### src/rtl/dwt_pkg.sv
// -----------------------------------------------------------------------------
// dwt_pkg
// Shared constants, types and helpers for the LeGall 5/3 lifting engine.
//   WIDTH / HEIGHT : default image dimensions in pixels
//   PIX_W          : pixel width
//   D_W / A_W      : signed widths of the detail and approximation terms
//   DC_OFFSET      : bias that maps a signed detail into the unsigned output range
//   line_mode_t    : ROW lines are WIDTH pixels long, COL lines are HEIGHT pixels long
//   clamp_u8       : saturate a signed value into 0..255
// -----------------------------------------------------------------------------
package dwt_pkg;

  localparam int WIDTH     = 512;
  localparam int HEIGHT    = 512;
  localparam int PIX_W     = 8;
  localparam int D_W       = 10;
  localparam int A_W       = 11;
  localparam int DC_OFFSET = 128;

  typedef enum logic {
    ROW = 1'b0,
    COL = 1'b1
  } line_mode_t;

  function automatic logic [PIX_W-1:0] clamp_u8(input logic signed [A_W-1:0] v);
    logic [PIX_W-1:0] r;
    if (v < 11'sd0) begin
      r = 8'd0;
    end else if (v > 11'sd255) begin
      r = 8'd255;
    end else begin
      r = v[PIX_W-1:0];
    end
    return r;
  endfunction

endpackage

### src/rtl/dwt53_line_ctrl.sv
// -----------------------------------------------------------------------------
// dwt53_line_ctrl
// Line sequencing for the 5/3 lifting engine: pair counter, per-mode line
// length, abort detection, end-of-line flush and the o_err pulse.
// The tag registers here are the tags of the pair currently held in H.
// Ports:
//   clk, rst          : clock, asynchronous active-low reset
//   i_valid           : a pixel pair is being sampled this cycle
//   i_mode, i_rc      : tags of the incoming pair
//   o_first           : incoming pair is k = 0 of its line (new line or abort)
//   o_release         : the pair in H moves into the predict stage this cycle
//   o_release_last    : the released pair is the last of its line (flush)
//   o_tag_mode/o_tag_rc : tags of the pair held in H
//   o_err             : registered one-cycle abort pulse
// -----------------------------------------------------------------------------
module dwt53_line_ctrl #(
  parameter int WIDTH  = 512,
  parameter int HEIGHT = 512,
  parameter int RC_W   = $clog2(WIDTH)
) (
  input  logic            clk,
  input  logic            rst,
  input  logic            i_valid,
  input  logic            i_mode,
  input  logic [RC_W-1:0] i_rc,
  output logic            o_first,
  output logic            o_release,
  output logic            o_release_last,
  output logic            o_tag_mode,
  output logic [RC_W-1:0] o_tag_rc,
  output logic            o_err
);
  import dwt_pkg::*;

  localparam int MAX_DIM = (WIDTH > HEIGHT) ? WIDTH : HEIGHT;
  localparam int K_W     = $clog2(MAX_DIM);
  localparam logic [K_W-1:0] ROW_LAST_K = K_W'(WIDTH / 2 - 1);
  localparam logic [K_W-1:0] COL_LAST_K = K_W'(HEIGHT / 2 - 1);
  localparam logic [K_W-1:0] K_ZERO     = {K_W{1'b0}};
  localparam logic [K_W-1:0] K_ONE      = K_W'(1'b1);

  logic [K_W-1:0]  r_k;
  logic            r_flush;
  logic            r_tag_mode;
  logic [RC_W-1:0] r_tag_rc;
  logic            r_err;

  line_mode_t      w_mode;
  logic [K_W-1:0]  w_last_k;
  logic [K_W-1:0]  w_k_eff;
  logic            w_abort;
  logic            w_is_last;

  assign w_mode = line_mode_t'(i_mode);

  // Index of the last pair for the incoming pair's line type
  always_comb begin
    w_last_k = ROW_LAST_K;
    case (w_mode)
      ROW:     w_last_k = ROW_LAST_K;
      COL:     w_last_k = COL_LAST_K;
      default: w_last_k = ROW_LAST_K;
    endcase
  end

  // A mid-line pair whose tags disagree with H restarts as pair 0 of its own line
  assign w_abort   = i_valid && (r_k != K_ZERO) &&
                     ((i_mode != r_tag_mode) || (i_rc != r_tag_rc));
  assign w_k_eff   = w_abort ? K_ZERO : r_k;
  assign w_is_last = (w_k_eff == w_last_k);

  // Counter, flush flag, H tags and abort pulse
  always_ff @(posedge clk or negedge rst) begin
    if (!rst) begin
      r_k        <= K_ZERO;
      r_flush    <= 1'b0;
      r_tag_mode <= 1'b0;
      r_tag_rc   <= {RC_W{1'b0}};
      r_err      <= 1'b0;
    end else begin
      r_err   <= w_abort;
      // The flush lasts exactly one cycle: the next sampled pair is k = 0 and never last
      r_flush <= i_valid && w_is_last;
      if (i_valid) begin
        r_k        <= w_is_last ? K_ZERO : (w_k_eff + K_ONE);
        r_tag_mode <= i_mode;
        r_tag_rc   <= i_rc;
      end
    end
  end

  assign o_first        = (r_k == K_ZERO) || w_abort;
  // Incoming pair k >= 1 supplies e_{k} for the pair in H; the flush supplies its own mirror
  assign o_release      = (i_valid && (r_k != K_ZERO) && !w_abort) || r_flush;
  assign o_release_last = r_flush;
  assign o_tag_mode     = r_tag_mode;
  assign o_tag_rc       = r_tag_rc;
  assign o_err          = r_err;

endmodule

### src/rtl/dwt53_mac.sv
// -----------------------------------------------------------------------------
// dwt53_mac
// Reversible LeGall 5/3 lifting engine, one even/odd pixel pair per cycle.
// Datapath: H holds the newest pair; P loads the released pair with its right
// neighbour e_{k+1}, then registers d_k alongside d_{k-1}; U forms a_k,
// saturates both coefficients and drives the registered outputs.
// Ports:
//   clk, rst            : clock, asynchronous active-low reset
//   i_pix               : [15:8] even pixel, [7:0] odd pixel
//   i_pix_valid         : pair present
//   i_pix_mode          : 0 row line, 1 column line
//   i_pix_row_column    : line index
//   o_coef              : [15:8] clamp(a), [7:0] clamp(d + 128)
//   o_coef_valid        : coefficient pair valid
//   o_coef_mode         : mode of emitted pair
//   o_coef_row_column   : line index of emitted pair
//   o_line_done         : pulse with the last pair of a line
//   o_err               : pulse on line abort
// -----------------------------------------------------------------------------
module dwt53_mac #(
  parameter int WIDTH  = dwt_pkg::WIDTH,
  parameter int HEIGHT = dwt_pkg::HEIGHT,
  parameter int RC_W   = $clog2(WIDTH)
) (
  input  logic            clk,
  input  logic            rst,
  input  logic [15:0]     i_pix,
  input  logic            i_pix_valid,
  input  logic            i_pix_mode,
  input  logic [RC_W-1:0] i_pix_row_column,
  output logic [15:0]     o_coef,
  output logic            o_coef_valid,
  output logic            o_coef_mode,
  output logic [RC_W-1:0] o_coef_row_column,
  output logic            o_line_done,
  output logic            o_err
);
  import dwt_pkg::*;

  logic            w_first;
  logic            w_release;
  logic            w_release_last;
  logic            w_tag_mode;
  logic [RC_W-1:0] w_tag_rc;

  dwt53_line_ctrl #(
    .WIDTH  (WIDTH),
    .HEIGHT (HEIGHT),
    .RC_W   (RC_W)
  ) u_ctrl (
    .clk            (clk),
    .rst            (rst),
    .i_valid        (i_pix_valid),
    .i_mode         (i_pix_mode),
    .i_rc           (i_pix_row_column),
    .o_first        (w_first),
    .o_release      (w_release),
    .o_release_last (w_release_last),
    .o_tag_mode     (w_tag_mode),
    .o_tag_rc       (w_tag_rc),
    .o_err          (o_err)
  );

  // ---------------- H: holding register ----------------
  logic [PIX_W-1:0] r_h_e;
  logic [PIX_W-1:0] r_h_o;
  logic             r_h_first;

  // Capture every sampled pair; tags live in the line controller
  always_ff @(posedge clk or negedge rst) begin
    if (!rst) begin
      r_h_e     <= 8'd0;
      r_h_o     <= 8'd0;
      r_h_first <= 1'b0;
    end else if (i_pix_valid) begin
      r_h_e     <= i_pix[15:8];
      r_h_o     <= i_pix[7:0];
      r_h_first <= w_first;
    end
  end

  // ---------------- P: released pair with its right neighbour ----------------
  logic             r_p_vld;
  logic [PIX_W-1:0] r_p_e;
  logic [PIX_W-1:0] r_p_o;
  logic [PIX_W-1:0] r_p_en;
  logic             r_p_first;
  logic             r_p_last;
  logic             r_p_mode;
  logic [RC_W-1:0]  r_p_rc;

  // Load the released pair; at line end the even neighbour mirrors onto itself
  always_ff @(posedge clk or negedge rst) begin
    if (!rst) begin
      r_p_vld   <= 1'b0;
      r_p_e     <= 8'd0;
      r_p_o     <= 8'd0;
      r_p_en    <= 8'd0;
      r_p_first <= 1'b0;
      r_p_last  <= 1'b0;
      r_p_mode  <= 1'b0;
      r_p_rc    <= {RC_W{1'b0}};
    end else begin
      r_p_vld <= w_release;
      if (w_release) begin
        r_p_e     <= r_h_e;
        r_p_o     <= r_h_o;
        r_p_en    <= w_release_last ? r_h_e : i_pix[15:8];
        r_p_first <= r_h_first;
        r_p_last  <= w_release_last;
        r_p_mode  <= w_tag_mode;
        r_p_rc    <= w_tag_rc;
      end
    end
  end

  // Predict: d = o - floor((e + e_next) / 2)
  logic [PIX_W:0]         w_pair_sum;
  logic [D_W-1:0]         w_half;
  logic signed [D_W-1:0]  w_d;

  assign w_pair_sum = {1'b0, r_p_e} + {1'b0, r_p_en};
  assign w_half     = {1'b0, w_pair_sum} >> 1'b1;
  assign w_d        = $signed({2'b00, r_p_o}) - $signed(w_half);

  logic                   r_q_vld;
  logic signed [D_W-1:0]  r_q_d;
  logic signed [D_W-1:0]  r_q_dprev;
  logic [PIX_W-1:0]       r_q_e;
  logic                   r_q_last;
  logic                   r_q_mode;
  logic [RC_W-1:0]        r_q_rc;

  // Register d_k next to d_{k-1}; r_q_d doubles as the per-line detail history
  always_ff @(posedge clk or negedge rst) begin
    if (!rst) begin
      r_q_vld   <= 1'b0;
      r_q_d     <= 10'sd0;
      r_q_dprev <= 10'sd0;
      r_q_e     <= 8'd0;
      r_q_last  <= 1'b0;
      r_q_mode  <= 1'b0;
      r_q_rc    <= {RC_W{1'b0}};
    end else begin
      r_q_vld <= r_p_vld;
      if (r_p_vld) begin
        r_q_d     <= w_d;
        // Pair 0 has no left detail: mirror d_0 into d_{-1}
        r_q_dprev <= r_p_first ? w_d : r_q_d;
        r_q_e     <= r_p_e;
        r_q_last  <= r_p_last;
        r_q_mode  <= r_p_mode;
        r_q_rc    <= r_p_rc;
      end
    end
  end

  // ---------------- U: update, saturate, output ----------------
  logic signed [A_W-1:0] w_d_ext;
  logic signed [A_W-1:0] w_dprev_ext;
  logic signed [A_W-1:0] w_upd_sum;
  logic signed [A_W-1:0] w_a;
  logic signed [A_W-1:0] w_d_off;

  assign w_d_ext     = {r_q_d[D_W-1], r_q_d};
  assign w_dprev_ext = {r_q_dprev[D_W-1], r_q_dprev};
  assign w_upd_sum   = w_dprev_ext + w_d_ext + 11'sd2;
  // Arithmetic shift floors negative update terms, keeping the transform reversible
  assign w_a         = $signed({3'b000, r_q_e}) + (w_upd_sum >>> 2'd2);
  assign w_d_off     = w_d_ext + $signed(A_W'(DC_OFFSET));

  logic [15:0]     r_coef;
  logic            r_coef_valid;
  logic            r_coef_mode;
  logic [RC_W-1:0] r_coef_rc;
  logic            r_line_done;

  // Output registers; data holds between valid cycles, pulses do not
  always_ff @(posedge clk or negedge rst) begin
    if (!rst) begin
      r_coef       <= 16'd0;
      r_coef_valid <= 1'b0;
      r_coef_mode  <= 1'b0;
      r_coef_rc    <= {RC_W{1'b0}};
      r_line_done  <= 1'b0;
    end else begin
      r_coef_valid <= r_q_vld;
      r_line_done  <= r_q_vld && r_q_last;
      if (r_q_vld) begin
        r_coef      <= {clamp_u8(w_a), clamp_u8(w_d_off)};
        r_coef_mode <= r_q_mode;
        r_coef_rc   <= r_q_rc;
      end
    end
  end

  assign o_coef            = r_coef;
  assign o_coef_valid      = r_coef_valid;
  assign o_coef_mode       = r_coef_mode;
  assign o_coef_row_column = r_coef_rc;
  assign o_line_done       = r_line_done;

endmodule

### config.mk
export PLATFORM = sky130hd
export DESIGN_NAME = dwt53_mac
export DESIGN_NICKNAME = d
export VERILOG_FILES = /design/src/rtl/dwt_pkg.sv /design/src/rtl/dwt53_line_ctrl.sv /design/src/rtl/dwt53_mac.sv
export SDC_FILE = /design/constraint.sdc
export NUM_CORES = 1
export LEC_CHECK = 0
export BUFFER_PORTS_ARGS = -buffer_cell sky130_fd_sc_hd__buf_2
export CORE_UTILIZATION = 55
export CTS_BUF_LIST = sky130_fd_sc_hd__clkbuf_8
export DETAILED_ROUTE_END_ITERATION = 10
export GPL_ROUTABILITY_DRIVEN = 1
export GPL_TIMING_DRIVEN = 0
export PLACE_DENSITY_LB_ADDON = 0.2
export REMOVE_ABC_BUFFERS = 1
export SYNTH_ARGS = -nofsm -noshare
export SYNTH_HDL_FRONTEND = slang
export SYNTH_HIERARCHICAL = 1
export SYNTH_SLANG_ARGS = --single-unit
### constraint.sdc
create_clock -name clk -period 5.25 [get_ports clk]
set_input_delay 0.7875 -clock clk [delete_from_list [all_inputs] [get_ports clk]]
set_output_delay 0.7875 -clock clk [all_outputs]
set_load 0.02 [all_outputs]
==> impl_metrics.env, run 1 <==
export IMPL_status="finished, final reports clean"
export IMPL_hpwlAfterDp_um=9740
export IMPL_power_density_nw_per_um2=283
export IMPL_place_congestion=0.923
export IMPL_hold_viol=0
export IMPL_die_h_um=117
export IMPL_max_freq_mhz=266
export IMPL_syn_area_um2=7270
export IMPL_period_minus_slack_ns=3.76
export IMPL_root_buffer="clkbuf_8"
export IMPL_cap_viol_max_count=0
export IMPL_die_area_um2=13700
export IMPL_drt_iter0_drc=199
export IMPL_synth_edf_count=0
export IMPL_first_pass_iters=5
export IMPL_antenna_found_initial=1
export IMPL_die_w_um=117
export IMPL_setup_viol=0
export IMPL_critical_path_required_ns=5.59
export IMPL_crit_path_cell_trace="ha_1 -> fa_1 -> a21o_1 -> a21oi_1 -> o21ai_0 -> nor2_1 -> xnor2_1 -> ha_1 -> nand3_1 -> nand2_1 -> a41o_1 -> o41ai_4 -> xnor2_2 -> a311oi_1"
export IMPL_grt_pass1_wl_um=22900
export IMPL_cp_buffers_inverters=0
export IMPL_crit_path_max_fanout=8
export IMPL_synth_area_per_cell_um2=11.8
export IMPL_synthArstFlopShare_pct=100
export IMPL_wl_per_cell_um=15.7
export IMPL_rows=41
export IMPL_ir_drop_uv=252
export IMPL_route_detailed_vias_per_inst=5.63
export IMPL_clockBufferDepth=2
export IMPL_yosys_top_cells_area="dfrtp_1, mux2_2, ha_1"
export IMPL_synth_most_common_cell="dfrtp_1"
export IMPL_grt_use_total_pct=22.2
export IMPL_startpoint="r_q_d[2]"
export IMPL_ant_nets=0
export IMPL_synth_commonest_cells="dfrtp_1, mux2_2, nor2_1, ha_1, a21oi_1"
export IMPL_crit_slowest_cell="fa_1"
export IMPL_arrival_ns=4.10
export IMPL_start_util_pct=56.9
export IMPL_rsz0062_at_grt="no"
export IMPL_fin_util_pct=63.6
export IMPL_cp_common_cell="ha_1"
export IMPL_drive_gt1_share_pct=29.1
export IMPL_cts_hold_buffers=0
export IMPL_grt_pass1_vias=4935
export IMPL_io_pins=58
export IMPL_clkTransAtPathRegs_ns=0.07
export IMPL_yosysUniqueCellTypes=58
export IMPL_slew_headroom_pct=41.9
export IMPL_grt_overflow=0
export IMPL_layoutNonFillerInstCount=860
export IMPL_coreArea_um2=12800
export IMPL_worst_slew_pin_transition_ns=0.872
export IMPL_synth_top_area_cell="dfrtp_1"
export IMPL_ys_seq_area_share_pct=48.5
export IMPL_rr_startpoint="r_q_d[2]"
export IMPL_path_class="flip-flop to flip-flop"
export IMPL_port_buffers=57
export IMPL_worst_setup_path_end_kind="flip-flop"
export IMPL_dp_cells=827
export IMPL_clock_sinks=141
export IMPL_post_cts_resized=0
export IMPL_design_power_total_mw=2.30
export IMPL_critPathMaxStageDelay_ns=0.47
export IMPL_synth_warnings=6
export IMPL_crit_path_start_kind="flip-flop"
export IMPL_cts_htree_levels=4
export IMPL_yosys_most_used_dff="dfrtp_1"
export IMPL_dr_total_vias=4844
export IMPL_area_growth_pct=11.7
export IMPL_cts_setup_buffers=0
export IMPL_p_leak_nw=3.95
export IMPL_crit_family="compound AO/OA/AOI/OAI gates"
export IMPL_wl_um=13500
export IMPL_syn_inst=618
export IMPL_clk_latency_ns=0.45
export IMPL_cts_buffers=17
export IMPL_final_max_slew_viol_count=0
export IMPL_hold_path_class="primary input to async pin"
export IMPL_cts_tree="yes"
export IMPL_yosys_register_bits=141
export IMPL_finalCritPeriodShare_pct=71.5
export IMPL_synth_top_area_share_pct=48.5
export IMPL_post_route_drc_count=0
export IMPL_clock_skew_ns=0.0108
export IMPL_nNetsFinal=750
export IMPL_grt_max_degree=88
[report_power, final]
| part | switching (mW) | internal, mW |
|---|---|---|
| Combinational | 0.167 | 0.131 |
| Sequential | 0.0413 | 1.13 |
| Clock | 0.408 | 0.419 |
| Total | 0.616 | 1.68 |
[placed cells by master (no fill, tap or decap), drive strengths merged, types with 2 or more instances in the layout]
cell type	instances
nor2	48
nand2b	2
clkbuf	17
or2	2
o21ai	20
a21o	11
or4	2
fa	4
mux2i	15
mux2	89
a2111oi	2
clkinv	12
xnor2	26
nor3	10
a21oi	41
nand3b	2
nor2b	3
inv	32
and2	2
o311a	2
buf	60
o31ai	4
xor2	12
o41ai	3
or3	2
nand4b	2
a311oi	8
nand4	4
ha	43
bufinv	2
nor4	3
o21bai	3
dfrtp	141
nand2	25
o211ai	10
nand3	11
[registers in the layout (all words and copies together) (netlist names), 9 cells and up]
name / flops
r_p_rc: 9
r_q_d: 9
u_ctrl/o_tag_rc: 9
o_coef_row_column: 9
r_q_rc: 9
r_q_dprev: 9
o_coef: 16
u_ctrl/r_k: 9
[kinds of logic after synthesis]
group	share of synthesized area (%)
compound gates	11.4
xor+xnor	4.78
fa+ha+maj	8.50
buf+inv	3.23
flops	48.5
mux	15.8
simple gates	7.74
[through the flow]
stage	setup slack, ns	hold WS, ns	TNS, ns	instance area, um^2
5_1_grt	1.11	0.308	0	8130
4_1_cts	1.46	0.289	0	8130
6_report	1.49	0.292	0	8130
3_5_place_dp	1.48	0.468	0	7750
3_3_place_gp	-0.0474	0.467	-1.13	7660
2_1_floorplan	1.14	0.446	0	7160
[cell type report]
type	count	area [um^2]
diodes	1	2.50
clock buffers	17	234
clock inverters	15	146
fillers	1042	4640
inverters	31	119
multi-input cells	423	3520
flip-flops and latches	141	3530
well taps	172	215
repair buffers	60	359
[metal layers]
metal,GRT usage [%],routed length (um),up-vias,part of all wire [%]
met3,6.33,605,19,4.5
met2,39.4,6900,105,51
met1,25.8,5800,2392,43
met5,0,0,-,0
li1,-,-,2328,-
met4,7.59,218,0,1.6
[path summary, 6_finish.rpt]
check / endpoint / slack [ns] / cells after the start
setup / recovery: o_coef[12] / 1.49 / 14
hold / removal: o_coef[2] / 0.29 / 1
max in group asynchronous: r_p_vld / 4.15 / 2
setup reg to reg: o_coef[12] / 1.49 / 14
hold reg to reg: o_line_done / 0.49 / 1
min in group clk: o_line_done / 0.49 / 1
[worst register-to-register path, cell delays in order (launching register included)]
cell and delay [ns]:
dfrtp_1 0.44, ha_1 0.36, fa_1 0.47, a21o_1 0.20, a21oi_1 0.22, o21ai_0 0.15, nor2_1 0.15, xnor2_1 0.16
ha_1 0.34, nand3_1 0.13, nand2_1 0.06, a41o_1 0.24, o41ai_4 0.26, xnor2_2 0.18, a311oi_1 0.32
(Power assumes the default switching activity.)
==> run 2: changes to the inputs <==
- ABC_AREA: default -> 1
- clock period: 5.25 -> 3.35 ns (I/O delays scaled with it)
==> run 2 against run 1 <==
Area after synthesis is 4.2% higher. Largest power group unchanged. Critical path depth is 8 higher. Maximum frequency up 21%. Critical endpoint is now o_coef[10].
==> impl_metrics.env, run 2 <==
export IMPL_dr_total_vias=6032
export IMPL_antenna_found_initial=0
export IMPL_grt_max_degree=86
export IMPL_synth_top_area_cell="dfrtp_1"
export IMPL_yosysUniqueCellTypes=43
export IMPL_p_sw_share_pct=29.7
export IMPL_start_util_pct=56.8
export IMPL_die_area_um2=14300
export IMPL_area_growth_pct=12.4
export IMPL_largest_reg_flops=16
export IMPL_clock_sinks=141
export IMPL_crit_path_start_kind="flip-flop"
export IMPL_period_minus_slack_ns=3.11
export IMPL_worst_setup_path_end_kind="flip-flop"
export IMPL_synth_most_common_cell="nand2_1"
export IMPL_yosys_top_cells_area="dfrtp_1, nand2_1, ha_1"
export IMPL_slew_headroom_pct=44.7
export IMPL_rsz0062_at_grt="no"
export IMPL_clk_latency_ns=0.45
export IMPL_combPwrFrac_pct=17.4
export IMPL_status="finished, final reports clean"
export IMPL_route_detailed_vias_per_inst=5.11
export IMPL_synth_commonest_cells="nand2_1, dfrtp_1, inv_1, o21ai_0, ha_1"
export IMPL_die_h_um=119
export IMPL_synth_top_area_share_pct=46.5
export IMPL_r2r_worst_path_cells=22
export IMPL_synth_area_per_cell_um2=8.09
export IMPL_ir_drop_uv=319
export IMPL_pre_cts_slack_ns=-0.0238
export IMPL_p_int_mw=2.87
export IMPL_cap_viol_max_count=0
export IMPL_cts_hold_buffers=0
export IMPL_grt_overflow=0
export IMPL_syn_inst=937
export IMPL_path_class="flip-flop to flip-flop"
export IMPL_hpwlAfterDp_um=10300
export IMPL_arrival_ns=3.45
export IMPL_nNetsFinal=1067
export IMPL_rows=42
export IMPL_critical_path_required_ns=3.69
export IMPL_switching_power_mw=1.21
export IMPL_cts_tree="yes"
export IMPL_synth_edf_count=0
export IMPL_io_pins=58
export IMPL_layoutNonFillerInstCount=1180
export IMPL_antenna_cells=0
export IMPL_postPlaceCellArea_um2=8010
export IMPL_synth_warnings=6
export IMPL_cts_buffers=17
export IMPL_finalSetupTns_ns=0
export IMPL_post_route_drc_count=0
export IMPL_max_freq_mhz=322
export IMPL_grt_pass1_vias=5645
export IMPL_clockBufferDepth=2
export IMPL_worst_slew_pin_transition_ns=0.830
export IMPL_crit_path_max_fanout=8
export IMPL_mostFrequentLayoutCell="nand2_1"
export IMPL_p_clk_share_pct=36.4
export IMPL_root_buffer="clkbuf_8"
export IMPL_clock_skew_ns=0.00767
export IMPL_cts_htree_levels=4
export IMPL_drt_iter0_drc=335
export IMPL_wl_per_cell_um=12.6
export IMPL_setup_viol=0
export IMPL_place_congestion=0.881
export IMPL_p_leak_nw=4.73
export IMPL_grt_pass1_wl_um=25500
export IMPL_wl_um=14800
export IMPL_ant_nets=0
export IMPL_power_density_nw_per_um2=478
export IMPL_hold_ws_ns=0.00167
export IMPL_grt_use_total_pct=22.5
export IMPL_hold_path_class="primary input to async pin"
export IMPL_final_cell_area_um2=8520
export IMPL_ys_seq_area_share_pct=46.5
export IMPL_most_common_layout_cells="nand2_1, dfrtp_1, inv_1"
export IMPL_yosys_register_bits=141
export IMPL_coreArea_um2=13300
export IMPL_setup_ws_ns=0.243
export IMPL_fin_util_pct=63.9
export IMPL_yosys_most_used_dff="dfrtp_1"
export IMPL_finalCritPeriodShare_pct=92.8
export IMPL_nFillCells=1201
export IMPL_port_buffers=57
export IMPL_dp_cells=1146
export IMPL_syn_area_um2=7580
export IMPL_final_max_slew_viol_count=0
export IMPL_die_w_um=119
export IMPL_hold_viol=0
export IMPL_power_frac_seq_pct=46.1
export IMPL_drive_gt1_share_pct=14.3
export IMPL_clkTransAtPathRegs_ns=0.08
export IMPL_synthArstFlopShare_pct=100
export IMPL_design_power_total_mw=4.08
export IMPL_first_pass_iters=4
## run 2: layer usage
| layer | vias to the layer above | track usage, % | wire length (um) | part of all wire [%] |
|---|---|---|---|---|
| met3 | 20 | 4.41 | 545 | 3.7 |
| met4 | 0 | 7.97 | 218 | 1.5 |
| met1 | 2807 | 31.1 | 7320 | 49 |
| met2 | 112 | 35.3 | 6730 | 45 |
| li1 | 3093 | - | - | - |
| met5 | - | 0 | 0 | 0 |
## run 2: logic make-up (layout without fill, tap and decap cells)
family	after synthesis	in the layout	synth area share, %
xor+xnor	22	22	2.54
fa+ha+maj	47	47	8.15
buf+inv	132	199	6.73
flops	141	141	46.5
simple gates	455	455	25.4
compound gates	130	130	9.17
mux	10	10	1.48
## run 2: critical path, cell delays in order (launching register included)
cell     delay (ns)
dfrtp_1        0.38
inv_2          0.08
ha_4           0.27
nor2_4         0.04
fa_1           0.40
nand3_1        0.11
nand2_1        0.10
nand2_1        0.08
nand2_1        0.06
a21oi_2        0.12
xor2_1         0.15
inv_1          0.09
ha_4           0.23
nand2_1        0.08
inv_1          0.04
a21oi_1        0.17
nand2_1        0.07
nand2_1        0.09
nand2_2        0.07
nor2_4         0.16
nor2_8         0.06
nand2_1        0.10
nand2_1        0.04
## run 2: layout make-up
type	count	area, um^2	share of cell area, %
well taps	176	220	2.58
clock inverters	12	159	1.86
repair buffers	60	347	4.07
flip-flops and latches	141	3530	41.4
clock buffers	20	275	3.23
inverters	107	402	4.71
multi-input cells	664	3590	42.1
## run 2: worst paths after layout
path | startpoint | end | slack [ns]
worst max-delay path | r_q_d[1] | o_coef[10] | 0.24
worst min-delay path | rst | o_coef[15] | 0.002
worst max register to register | r_q_d[1] | o_coef[10] | 0.24
worst min register to register | o_coef[2] | o_coef[2] | 0.48
max in group asynchronous | rst | r_p_vld | 2.52
min in group clk | i_pix[6] | r_h_o[6] | 0.26
## run 2: power by group through the flow
stage	combinational, mW	clock [mW]	sequential [mW]
final	0.711	1.49	1.88
after global routing	0.819	1.59	1.89
after CTS	0.702	1.52	1.88
after detailed placement	0.697	0	1.91
after global placement	0.680	0	1.91
after floorplan	0.499	0	1.90
## run 2: what timing repair did
item | in CTS | in global routing
endpoints found under the setup margin | 0 | 8
gates resized for setup | 0 | 7
setup buffers | 0 | 1
